<file path="src/rtl/router_pkg.sv">
// Shared defaults for the parametrised router synchroniser and its per-channel timers.
package router_pkg;

    localparam int NUM_CH_DEF = 3;
    localparam int ADDR_W_DEF = 2;
    localparam int CNT_W_DEF  = 5;

    // Stall length, in cycles, that the surrounding router normally programs.
    localparam int DEFAULT_TIMEOUT = 30;

endpackage

</file>
<file path="src/rtl/router_sync_timer.sv">
// Per-channel stall timer: pulses soft_reset for one cycle after timeout_cfg
// consecutive cycles in which the FIFO holds data that nobody reads.
module router_sync_timer
    import router_pkg::*;
#(
    parameter int CNT_W = CNT_W_DEF
) (
    input  logic             clock,
    input  logic             resetn,
    input  logic             vld,
    input  logic             rd,
    input  logic [CNT_W-1:0] timeout_cfg,
    output logic             soft_reset
);

    logic [CNT_W-1:0] timer;
    logic             stall;

    assign stall = vld && !rd && (timeout_cfg != '0);

    // The >= compare lets a shrinking timeout_cfg fire on the next stalled edge
    // instead of waiting for the counter to wrap.
    always_ff @(posedge clock) begin
        if (!resetn) begin
            timer      <= '0;
            soft_reset <= 1'b0;
        end else if (!stall) begin
            timer      <= '0;
            soft_reset <= 1'b0;
        end else if (timer >= timeout_cfg - CNT_W'(1)) begin
            timer      <= '0;
            soft_reset <= 1'b1;
        end else begin
            timer      <= timer + CNT_W'(1);
            soft_reset <= 1'b0;
        end
    end

endmodule

</file>
<file path="src/rtl/router_sync_n.sv">
// NUM_CH-way router synchroniser: latches the destination address, steers the
// write enable and full flag, and owns one stall timer per output FIFO.
module router_sync_n
    import router_pkg::*;
#(
    parameter int NUM_CH = NUM_CH_DEF,
    parameter int ADDR_W = ADDR_W_DEF,
    parameter int CNT_W  = CNT_W_DEF
) (
    input  logic              clock,
    input  logic              resetn,
    input  logic              detect_add,
    input  logic [ADDR_W-1:0] data_in,
    input  logic              write_enb_reg,
    input  logic [CNT_W-1:0]  timeout_cfg,
    input  logic [NUM_CH-1:0] read_enb,
    input  logic [NUM_CH-1:0] empty,
    input  logic [NUM_CH-1:0] full,
    output logic              fifo_full,
    output logic              addr_err,
    output logic [NUM_CH-1:0] write_enb,
    output logic [NUM_CH-1:0] vld_out,
    output logic [NUM_CH-1:0] soft_reset
);

    // One extra bit so NUM_CH == 2**ADDR_W is representable.
    localparam logic [ADDR_W:0] NUM_CH_EXT = NUM_CH[ADDR_W:0];

    logic [ADDR_W-1:0] fifo_addr;

    always_ff @(posedge clock) begin
        if (!resetn) begin
            fifo_addr <= '0;
        end else if (detect_add) begin
            fifo_addr <= data_in;
        end
    end

    // An out-of-range address matches no channel, so write_enb and fifo_full
    // fall to zero on their own; addr_err is still gated explicitly below.
    always_comb begin
        addr_err  = 1'b0;
        fifo_full = 1'b0;
        write_enb = '0;
        if (resetn) begin
            addr_err = ({1'b0, fifo_addr} >= NUM_CH_EXT);
            for (int i = 0; i < NUM_CH; i++) begin
                if (!addr_err && (fifo_addr == i[ADDR_W-1:0])) begin
                    fifo_full    = full[i];
                    write_enb[i] = write_enb_reg;
                end
            end
        end
    end

    assign vld_out = ~empty;

    for (genvar g = 0; g < NUM_CH; g++) begin : g_timer
        router_sync_timer #(
            .CNT_W(CNT_W)
        ) u_timer (
            .clock      (clock),
            .resetn     (resetn),
            .vld        (vld_out[g]),
            .rd         (read_enb[g]),
            .timeout_cfg(timeout_cfg),
            .soft_reset (soft_reset[g])
        );
    end

endmodule

</file>
<file path="config.mk">
export PLATFORM = sky130hd
export DESIGN_NAME = router_sync_n
export DESIGN_NICKNAME = d
export VERILOG_FILES = /design/src/rtl/router_pkg.sv /design/src/rtl/router_sync_timer.sv /design/src/rtl/router_sync_n.sv
export SDC_FILE = /design/constraint.sdc
export NUM_CORES = 1
export LEC_CHECK = 0
export CORE_ASPECT_RATIO = 1.4
export CORE_MARGIN = 2
export CORE_UTILIZATION = 48
export DETAILED_ROUTE_END_ITERATION = 7
export PLACE_DENSITY = 0.78
export SLEW_MARGIN = 20
export SYNTH_ARGS = -nofsm -noshare
export SYNTH_HDL_FRONTEND = slang
export SYNTH_SLANG_ARGS = --single-unit
</file>
<file path="constraint.sdc">
create_clock -name clock -period 4.1 [get_ports clock]
set_clock_uncertainty 0.2 [all_clocks]
set_input_delay 0.82 -clock clock [delete_from_list [all_inputs] [get_ports clock]]
set_output_delay 0.82 -clock clock [all_outputs]
set_load 0.005 [all_outputs]
</file>
==> flow_summary.toml <==
[status]
run_status = "finished, final reports clean"

[grt]
grtUsageMet3 = 0.0330
grt_busiest_layer = "met2"
grtUsageMet1 = 0.213
globalRouteMet2Util = 0.347
grt_antenna_before_repair = 0
grt_max_degree = 11
grt_first_pass_wirelength_um = 4480
globalRouteOverflowTotal = 0
grt_pass1_vias = 1134
total_routing_resource_utilization_after_global_routing = 0.194

[worst_setup_path]
critical_path_buf_inv_count = 2
worst-path-stages = 4
critical-path-top-cell-by-count = "sky130_fd_sc_hd__clkdlybuf4s50_1"
timing_worst_setup_path_type = "in2out"
crit_path_max_delay_cell_type = "sky130_fd_sc_hd__clkdlybuf4s50_1"
worst_setup_path_end_kind = "output port"
critical_path_arrival_ns = 2.27
critical_path.top_delay_family = "buffers and inverters"
slowest_delay_ns = 0.56
path_max_fanout = 6
timing.critical_path.cells = "clkdlybuf4s50_1 > nand2_1 > nor3b_1 > clkdlybuf4s50_1"
cp-start-kind = "input pin"
worst_r2r_path_depth = 7
required_ns = 3.08

[pwr]
share_clk_of_total_power = 0.237
p_switching_w = 0.0000985
comb_power_share = 0.223
switching_share = 0.262
p_leak_nw = 0.698
vdd.ir_drop.worst_v = 0.000122
p_int_w = 0.000277
pwr_density_cell_nw_per_um2 = 233
sequentialPowerShare = 0.540

[yosys]
synthXorXnorAreaFrac = 0.0738
synth_top_area_cell = "sky130_fd_sc_hd__dfxtp_1"
synth.area.top_cells = "sky130_fd_sc_hd__dfxtp_1, sky130_fd_sc_hd__ha_1, sky130_fd_sc_hd__nand3_1"
yosys_top_cell_area_share = 0.311
synth_edf_count = 0
post_synth.cell_area_avg_um2 = 8.37
netlist_instances = 154
post_synth_mux_area_share = 0.0233
combinational_family_with_the_most_area_after_synthesis = "simple AND/OR/NAND/NOR gates"
ys_types = 38
post_synth_instance_area_um2 = 1290
dominantRegCellSynth = "sky130_fd_sc_hd__dfxtp_1"
synth_compound_area_frac = 0.134
ys_seq_elements = 20
synthAdderAreaFrac = 0.144
post_synth_most_frequent_cells = "sky130_fd_sc_hd__dfxtp_1, sky130_fd_sc_hd__nor2_1, sky130_fd_sc_hd__nand3_1"
synth_fp_nets = 187
synthesis.yosys.warnings = 0
synth.most_common_cell = "sky130_fd_sc_hd__dfxtp_1"
asyncSetResetFlopFracSynth = 0
synth_simple_gate_area_frac = 0.242
synth_seq_area_share = 0.311

[sta]
min_period_ns = 3.29
final.period_utilization = 0.803
fin_tns_setup_ns = 0
slew_viol_final = 0
timing.max_slew.rel_slack = 0.405
rsz0062_at_grt = "false"
fmax_mhz = 304
tightest_slew_ns = 0.881
worst_hold_slack_ns = 0.281
timing.final.hold_violations = 0
setup_viol_count_final = 0

[detailed_routing]
routed_via_density = 5.35
drtAntennaViolNets = 0
drc_errors = 0
drtIter0Drc = 18
count_of_tritonroute_iterations_in_the_first_routing_pass = 4
route.detailed.wl_per_inst_um = 12.2
via_count = 1160
route.final.wire_length_um = 2650

[floorplanning]
initial_utilization = 0.498
die_w_um = 47.8
pin_count = 31
chipHeight_um = 65.3
placement_rows = 22
fp.dieArea_um2 = 3120
design.core.area_um2 = 2590

[clock_tree]
cts.sink_count = 20
clk_transition_reported_paths_ns = 0.11
post_cts.repair.setup_buffers = 0
clock_path_buffers = 2
tritoncts_clock_tree = "yes"
source_to_sink_clock_delay_at_the_later_pin_of_the_worst_skew_pair_ns = 0.29
htree_levels = 1
cts-resized-gates = 0
cts_made_buffers = 3
ctsHoldBuffers = 0
cts.root.buffer_cell = "sky130_fd_sc_hd__clkbuf_4"

[final_layout]
antenna-diode-count = 0
num-fill-cells = 232
final_nets = 216
drive_gt1_frac = 0.0608
design_area_um2 = 1610
area_growth_pct = 25.0

[place]
place.port_buffers = 30
place_hpwl_um = 2240
postPlaceCellArea_um2 = 1590
routabilityCongestion = 0.850

[flow_run]
max_cap_violations = 0

[worst_hold_path]
hold_depth = 1
hold_path_class = "reg2reg"
## layout make-up
cell class              instances  area [um^2]  area share
multi-input cells             115          795       0.493
flip-flops and latches         20          400       0.248
repair buffers                 30          300       0.186
inverters                      13         48.8      0.0303
well taps                      36         45.0      0.0280
clock buffers                   3         22.5      0.0140
## worst register-to-register path: stages (launching register included)
cell and delay [ns]:
sky130_fd_sc_hd__dfxtp_1 0.39, sky130_fd_sc_hd__inv_1 0.08, sky130_fd_sc_hd__ha_1 0.26, sky130_fd_sc_hd__nand2b_1 0.14
sky130_fd_sc_hd__a211o_1 0.32, sky130_fd_sc_hd__a21oi_1 0.31, sky130_fd_sc_hd__o21ai_0 0.12, sky130_fd_sc_hd__and3b_1 0.18
## state kept, by name (all words and copies together) (netlist names)
name,count
g_timer.u_timer.soft_reset,3
fifo_addr,2
g_timer.u_timer.timer,15
## through the flow
step | power [W] | instances | util | setup slack [ns]
2_1_floorplan | 0.000253 | 154 | - | 1.38
3_3_place_gp | 0.000287 | 214 | 0.614 | 0.750
3_5_place_dp | 0.000291 | 214 | 0.614 | 0.639
4_1_cts | 0.000380 | 217 | 0.623 | 0.791
5_1_grt | 0.000397 | 217 | 0.623 | 0.691
6_report | 0.000375 | 217 | 0.623 | 0.808
## per-layer routing
layer / vias to the layer above / share of wire
li1: 591 / -
met1: 536 / 0.42
met2: 31 / 0.54
met3: 2 / 0.037
met4: 0 / 0.0079
met5: - / 0
## final timing paths
| check | start | end | slack (ns) |
|---|---|---|---|
| max | resetn | write_enb[1] | 0.81 |
| min | g_timer[2].u_timer.timer[0]$_SDFF_PP0_ | g_timer[2].u_timer.timer[0]$_SDFF_PP0_ | 0.28 |
| max reg2reg | g_timer[1].u_timer.timer[0]$_SDFF_PP0_ | g_timer[1].u_timer.soft_reset$_SDFF_PN0_ | 2.01 |
| min reg2reg | g_timer[2].u_timer.timer[0]$_SDFF_PP0_ | g_timer[2].u_timer.timer[0]$_SDFF_PP0_ | 0.28 |
## placed cells by master, fill, tap and decap left out, types with 3 or more instances in the layout
master                            netlist  routed
sky130_fd_sc_hd__clkdlybuf4s50_1        0      30
sky130_fd_sc_hd__dfxtp_1               20      20
sky130_fd_sc_hd__nor2_1                16      16
sky130_fd_sc_hd__nand3_1               14      14
sky130_fd_sc_hd__inv_1                 13      13
sky130_fd_sc_hd__ha_1                  13      13
sky130_fd_sc_hd__nand2_1                9       9
sky130_fd_sc_hd__o21ai_0                8       8
sky130_fd_sc_hd__xnor2_1                6       6
sky130_fd_sc_hd__nor3_1                 5       5
sky130_fd_sc_hd__a21oi_1                5       5
sky130_fd_sc_hd__mux2i_1                3       3
sky130_fd_sc_hd__xor2_1                 3       3
sky130_fd_sc_hd__clkbuf_4               0       3
## power by group through the flow
stage | Sequential [W] | Clock [W] | Combinational, W
2_1_floorplan | 0.000206 | 0 | 0.0000472
3_3_place_gp | 0.000207 | 0 | 0.0000805
3_5_place_dp | 0.000207 | 0 | 0.0000834
4_1_cts | 0.000203 | 0.0000928 | 0.0000841
5_1_grt | 0.000204 | 0.000100 | 0.0000930
6_report | 0.000203 | 0.0000891 | 0.0000837
## logic make-up after synthesis
group | Yosys count
compound gates | 26
buf+inv | 19
simple gates | 61
flops | 20
fa+ha+maj | 15
mux | 3
xor+xnor | 10
(Power assumes the default switching activity.)
